<file path="config.mk">
export PLATFORM = sky130hd
export DESIGN_NAME = guess_search_4b_flat
export DESIGN_NICKNAME = d
export VERILOG_FILES = /design/src/rtl/guess_search_4b_if.sv /design/src/rtl/guess_search_4b.sv /design/src/flat_wrapper.sv
export SDC_FILE = /design/constraint.sdc
export NUM_CORES = 1
export LEC_CHECK = 0
export ABC_AREA = 1
export CAP_MARGIN = 10
export CELL_PAD_IN_SITES_DETAIL_PLACEMENT = 2
export CELL_PAD_IN_SITES_GLOBAL_PLACEMENT = 2
export CORE_UTILIZATION = 28
export DETAILED_ROUTE_END_ITERATION = 6
export GPL_ROUTABILITY_DRIVEN = 0
export PLACE_DENSITY = 0.73
export SYNTH_ARGS = -nofsm -noshare
export SYNTH_HDL_FRONTEND = slang
export SYNTH_SLANG_ARGS = --single-unit
</file>
<file path="constraint.sdc">
create_clock -name clk -period 2.1 [get_ports clk]
set_input_delay 0.42 -clock clk [delete_from_list [all_inputs] [get_ports clk]]
set_output_delay 0.42 -clock clk [all_outputs]
set_load 0.01 [all_outputs]
</file>
<file path="src/rtl/guess_search_4b_if.sv">
// guess_search_4b_if: start/status handshake plus comparator probe/answer lines of guess_search_4b.
interface guess_search_4b_if;
    logic start, gt, eq, lt, busy, done, found, err;
    logic [3:0] guess, result;
    logic [2:0] tries;
    modport master(input start, gt, eq, lt, output guess, busy, done, found, result, tries, err);
    modport slave(output start, gt, eq, lt, input guess, busy, done, found, result, tries, err);
endinterface

</file>
<file path="src/rtl/guess_search_4b.sv">
// guess_search_4b: binary search steering a 4-bit probe by an external comparator's gt/eq/lt answer.
// Optional macro CMP_CHECK_EN flags non-one-hot comparator answers on err and ends the search.
module guess_search_4b (
    input logic clk,
    input logic rst,
    guess_search_4b_if.master bus
);
    typedef enum logic [1:0] {IDLE, PROBE, DONE} state_t;
    state_t state, state_n;
    logic [4:0] lo, hi, lo_n, hi_n, lo_c, hi_c, sum;
    logic [3:0] guess, guess_n, result, result_n;
    logic [2:0] tries, tries_n;
    logic found, found_n, err, err_n, bad, empty, up;
`ifdef CMP_CHECK_EN
    assign bad = ~((bus.gt ^ bus.eq ^ bus.lt) & ~(bus.gt & bus.eq & bus.lt));
`else
    assign bad = 1'b0;
`endif
    // eq beats gt; everything else, including all-low, narrows downward
    assign up = bus.gt & ~bus.eq;
    assign lo_c = up ? {1'b0, guess} + 5'd1 : lo;
    assign hi_c = up ? hi : {1'b0, guess} - 5'd1;
    assign empty = hi_c[4] | (lo_c > hi_c);
    assign sum = lo_c + hi_c;
    always_ff @(posedge clk) begin
        if (rst) begin
            state <= IDLE;
            lo <= 5'd0;
            hi <= 5'd15;
            guess <= 4'd0;
            result <= 4'd0;
            tries <= 3'd0;
            found <= 1'b0;
            err <= 1'b0;
        end else begin
            state <= state_n;
            lo <= lo_n;
            hi <= hi_n;
            guess <= guess_n;
            result <= result_n;
            tries <= tries_n;
            found <= found_n;
            err <= err_n;
        end
    end
    always_comb begin
        state_n = state;
        lo_n = lo;
        hi_n = hi;
        guess_n = guess;
        result_n = result;
        tries_n = tries;
        found_n = found;
        err_n = err;
        if (state == IDLE) begin
            if (bus.start) begin
                state_n = PROBE;
                lo_n = 5'd0;
                hi_n = 5'd15;
                guess_n = 4'd7;
                result_n = 4'd0;
                tries_n = 3'd0;
                found_n = 1'b0;
                err_n = 1'b0;
            end
        end else if (state == PROBE) begin
            tries_n = tries + 3'd1;
            if (bad) begin
                err_n = 1'b1;
                found_n = 1'b0;
                state_n = DONE;
            end else if (bus.eq) begin
                result_n = guess;
                found_n = 1'b1;
                state_n = DONE;
            end else if (empty) begin
                found_n = 1'b0;
                state_n = DONE;
            end else begin
                lo_n = lo_c;
                hi_n = hi_c;
                guess_n = sum[4:1];
            end
        end else begin
            state_n = IDLE;
        end
    end
    assign bus.guess = guess;
    assign bus.busy = state == PROBE;
    assign bus.done = state == DONE;
    assign bus.found = found;
    assign bus.result = result;
    assign bus.tries = tries;
    assign bus.err = err;
endmodule

</file>
<file path="src/flat_wrapper.sv">
// flat-port wrapper written by rule: the top's interface ports become plain ports
module guess_search_4b_flat 
  (clk, rst, bus_start, bus_gt, bus_eq, bus_lt, bus_guess, bus_busy, bus_done, bus_found, bus_result, bus_tries, bus_err);
  guess_search_4b_if bus_i ();
  input logic clk;
  input logic rst;
  input wire logic [$bits(bus_i.start)-1:0] bus_start;
  input wire logic [$bits(bus_i.gt)-1:0] bus_gt;
  input wire logic [$bits(bus_i.eq)-1:0] bus_eq;
  input wire logic [$bits(bus_i.lt)-1:0] bus_lt;
  output wire logic [$bits(bus_i.guess)-1:0] bus_guess;
  output wire logic [$bits(bus_i.busy)-1:0] bus_busy;
  output wire logic [$bits(bus_i.done)-1:0] bus_done;
  output wire logic [$bits(bus_i.found)-1:0] bus_found;
  output wire logic [$bits(bus_i.result)-1:0] bus_result;
  output wire logic [$bits(bus_i.tries)-1:0] bus_tries;
  output wire logic [$bits(bus_i.err)-1:0] bus_err;
  assign bus_i.start = bus_start;
  assign bus_i.gt = bus_gt;
  assign bus_i.eq = bus_eq;
  assign bus_i.lt = bus_lt;
  assign bus_guess = bus_i.guess;
  assign bus_busy = bus_i.busy;
  assign bus_done = bus_i.done;
  assign bus_found = bus_i.found;
  assign bus_result = bus_i.result;
  assign bus_tries = bus_i.tries;
  assign bus_err = bus_i.err;
  guess_search_4b u_core (.clk(clk), .rst(rst), .bus(bus_i));
endmodule
</file>
==> qor_table.md <==
| Stage | Quantity | Value |
|---|---|---|
| outcome | Run status | finished, violations left |
| outcome | Violations in the final reports | setup timing |
| synthesis | Post-synthesis async set-or-reset flop share | 0% |
| finish | Syn-to-layout area delta | 64.6% |
| cts | Clock-pin transition on the worst setup and hold timing paths | 0.10 ns |
| critical path | Critical path startpoint category | flip-flop |
| finish | NumNets Final | 296 |
| critical path | Ordered cell list for the critical path | inv_4, ha_4, or2_4, a31oi_4, ha_4, nor2_4, nand3_1, nand3_2, nand2_2, nand4_4, buf_12, nand2_8, nand2_1, nand3_1 |
| sta | Finish-stage setup viols | 17 |
| global routing | Residual overflow from global routing | 0 |
| global routing | First-pass GRT wire length | 11200 microns |
| sta | RSZ-0062 raised after global routing | true |
| critical path | CP Data Arrival Time | 2.70 ns |
| critical path | Maximum fanout encountered on the critical timing path | 8 |
| sta | Hold violation count in the final report | 0 |
| finish | Ant. Diodes | 0 |
| floorplan | Top-level port count | 21 |
| synthesis | Unique cell type count in the Yosys netlist | 36 |
| route | Routed wire length | 8070 microns |
| route | Remaining antenna violation count after routing | 0 |
| sta | Final critical path time including I/O delays and setup | 2.55 ns |
| cts | Num CTS Buffers | 3 |
| cts | Maximum number of buffers from clock root to sink | 2 |
| floorplan | Die width | 76.5 microns |
| worst hold path | Min-Delay Path Class | reg2reg |
| synthesis | Share of synthesized area occupied by flip-flops and latches | 30.9% |
| synthesis | Cells after Synth | 210 |
| synthesis | Cell taking the most area after synthesis | sky130_fd_sc_hd__dfxtp_1 |
| finish | Fraction of final layout cells sized beyond drive strength 1 | 47.1% |
| placement | Count of input and output buffers | 18 |
| global routing | Vias in the first global route | 2037 |
| sta | Worst Tran Pin Value | 0.516 ns |
| global routing | Initial antenna violation count | 0 |
| route | Routed length per placed instance | 23.3 microns |
| sta | Max_slew headroom | 65.5% |
| cts | Number of H-tree levels | 1 |
| floorplan | Die H | 76.5 microns |
| synthesis | Commonest register cell after synthesis | sky130_fd_sc_hd__dfxtp_1 |
| sta | Share of the cycle needed by the critical path after routing | 122% |
| placement | Final HPWL from detailed placement | 4720 microns |
| floorplan | Die outline area | 5850 sq um |
| cts | CTS hold repair buffers | 0 |
| route | First DRT Iteration DRCs | 60 |
| route | Detailed-route via count | 1757 |
| synthesis | Synth Cell Area | 1550 sq um |
| job | Max Cap Violations | 0 |
| critical path | Type of the worst setup path | reg2reg |
| sta | Worst hold margin | 0.494 ns |
| power | Worst vdd rail ir drop | 0.000319 V |
| placement | Placed cell count | 331 |
| synthesis | Count of warnings emitted by yosys | 0 |
| synthesis | Number of synthesized register bits | 24 |
| sta | Max-slew violations | 0 |
| critical path | Crit-path slowest cell | sky130_fd_sc_hd__dfxtp_4 |
| synthesis | Syn avg cell area | 7.39 sq um |
| floorplan | Core box area | 5240 sq um |
| cts | CTS tree | yes |
| sta | Max Fclk | 0.392 GHz |
| route | Remaining routing DRC violations | 0 |
| cts | Root buf cell | sky130_fd_sc_hd__clkbuf_8 |
| synthesis | Syn Nets | 229 |
| synthesis | Most common cell in the synthesized netlist | sky130_fd_sc_hd__nand2_1 |
| power | Total power per unit cell area | 622 nW/um^2 |
| route | Vias per inst | 5.08 |
| cts | Clock latency on the worst-skew pair | 0.29 ns |
| route | TritonRoute pass-1 iters | 4 |
| cts | CTS Sinks | 24 |
| global routing | GRT Util Overall | 25.7% |
| power | Leakage component of the power | 1.08 nW |
| synthesis | Main area contributors after synthesis | sky130_fd_sc_hd__dfxtp_1, sky130_fd_sc_hd__ha_1, sky130_fd_sc_hd__nand2_1, sky130_fd_sc_hd__nand3_1, sky130_fd_sc_hd__a21oi_1 |
| sta | Worst clock skew on the final layout | 0.00678 ns |
| synthesis | Most numerous cell types in the synthesized netlist | sky130_fd_sc_hd__nand2_1, sky130_fd_sc_hd__dfxtp_1, sky130_fd_sc_hd__inv_1 |
| floorplan | Core Rows | 26 |
| critical path | Data required time of the worst path | 2.25 ns |
| critical path | CP Capture Type | flip-flop |
| sta | Post-route setup slack | -0.452 ns |
| finish | Finished Layout Cells | 346 |
| synthesis | Count of flip-flops with a built-in enable after synthesis | 0 |
| floorplan | Initial core utilization | 29.6% |
| global routing | Largest net degree at the start of global routing | 15 |
| synthesis | Share of the synthesized area in the top cell type | 30.9% |
| critical path | Critical path's largest stage delay | 0.40 ns |
what timing repair did:
| action | 4_1_cts | 5_1_grt |
|---|---|---|
| setup endpoints to repair | 17 | 17 |
| pin swaps | 23 | 19 |
| resized for setup | 43 | 28 |
| gates cloned | 1 | 0 |
| setup buffers | 5 | 6 |
layer usage:
metal	vias up	wire length, microns	GRT usage (%)
met4	0	234	11.7
met2	34	4460	50.3
li1	816	-	-
met3	18	154	2.87
met1	889	3220	27.0
met5	-	0	0
cell usage in the layout (no fill, tap or decap), drive strengths merged, types with 7 or more instances in the layout:
cell and n:
a21oi 18, nand4 7, nand3 23, ha 12, buf 50, nand2 41, inv 26, dfxtp 24
nor2 24, o21ai 13, clkdlybuf4s50 16
registers in the layout, indices dropped and copies added, names as in the netlist:
register and flops:
u_core.bus.tries 3, u_core.hi 5, u_core.lo 5, u_core.bus.found 1
u_core.bus.result 4, u_core.state 2, u_core.bus.guess 4
power breakdown:
group / switching (mW) / total [mW] / leakage [nW] / internal [mW]
logic: 0.390 / 0.697 / 0.853 / 0.307
clock network: 0.185 / 0.393 / 0.0339 / 0.208
registers: 0.0229 / 0.500 / 0.197 / 0.477
total: 0.598 / 1.59 / 1.08 / 0.992
final cells by class:
type | count | area, sq um
fillers | 568 | 2680
multi-input cells | 153 | 1190
repair buffers | 69 | 607
flip-flops and latches | 24 | 488
inverters | 26 | 113
well taps | 70 | 87.6
clock buffers | 4 | 66.3
final timing paths:
kind	startpoint	end	slack (ns)	cells past startpoint
max	u_core.bus.guess[0]	u_core.hi[2]	-0.45	14
min	u_core.hi[1]	u_core.hi[1]	0.49	2
max reg2reg	u_core.bus.guess[0]	u_core.hi[2]	-0.45	14
min reg2reg	u_core.hi[1]	u_core.hi[1]	0.49	2
logic make-up (layout without fill, tap and decap cells):
kind of cell / Yosys count / in the layout / share of synthesized area, %
AO/OA/AOI/OAI: 36 / 36 / 13.5
AND/OR/NAND/NOR: 99 / 99 / 32.6
other: 1 / 1 / 0.242
adder cells (fa/ha/maj): 13 / 13 / 11.0
XOR/XNOR: 4 / 4 / 2.26
buffers and inverters: 33 / 99 / 9.51
flip-flops: 24 / 24 / 30.9
through the flow:
stage | setup slack, ns | util [%] | total power [mW] | instance area (sq um) | setup TNS, ns
2_1_floorplan | -0.0579 | - | 0.771 | 1600 | -0.536
3_3_place_gp | -0.726 | 40.5 | 0.981 | 2120 | -11.12
3_5_place_dp | -0.896 | 40.5 | 1.01 | 2120 | -13.80
4_1_cts | -0.297 | 46.1 | 1.49 | 2410 | -4.25
5_1_grt | -0.538 | 48.8 | 1.66 | 2560 | -7.72
6_report | -0.452 | 48.8 | 1.59 | 2560 | -5.99
worst max-delay path, delay by kind of cell (launching register included):
family	cells	cell delay, ns
adder cells (fa/ha/maj)	2	0.43
AO/OA/AOI/OAI	1	0.25
AND/OR/NAND/NOR	9	1.14
flip-flops	1	0.40
buffers and inverters	2	0.19
(Power assumes the default switching activity.)
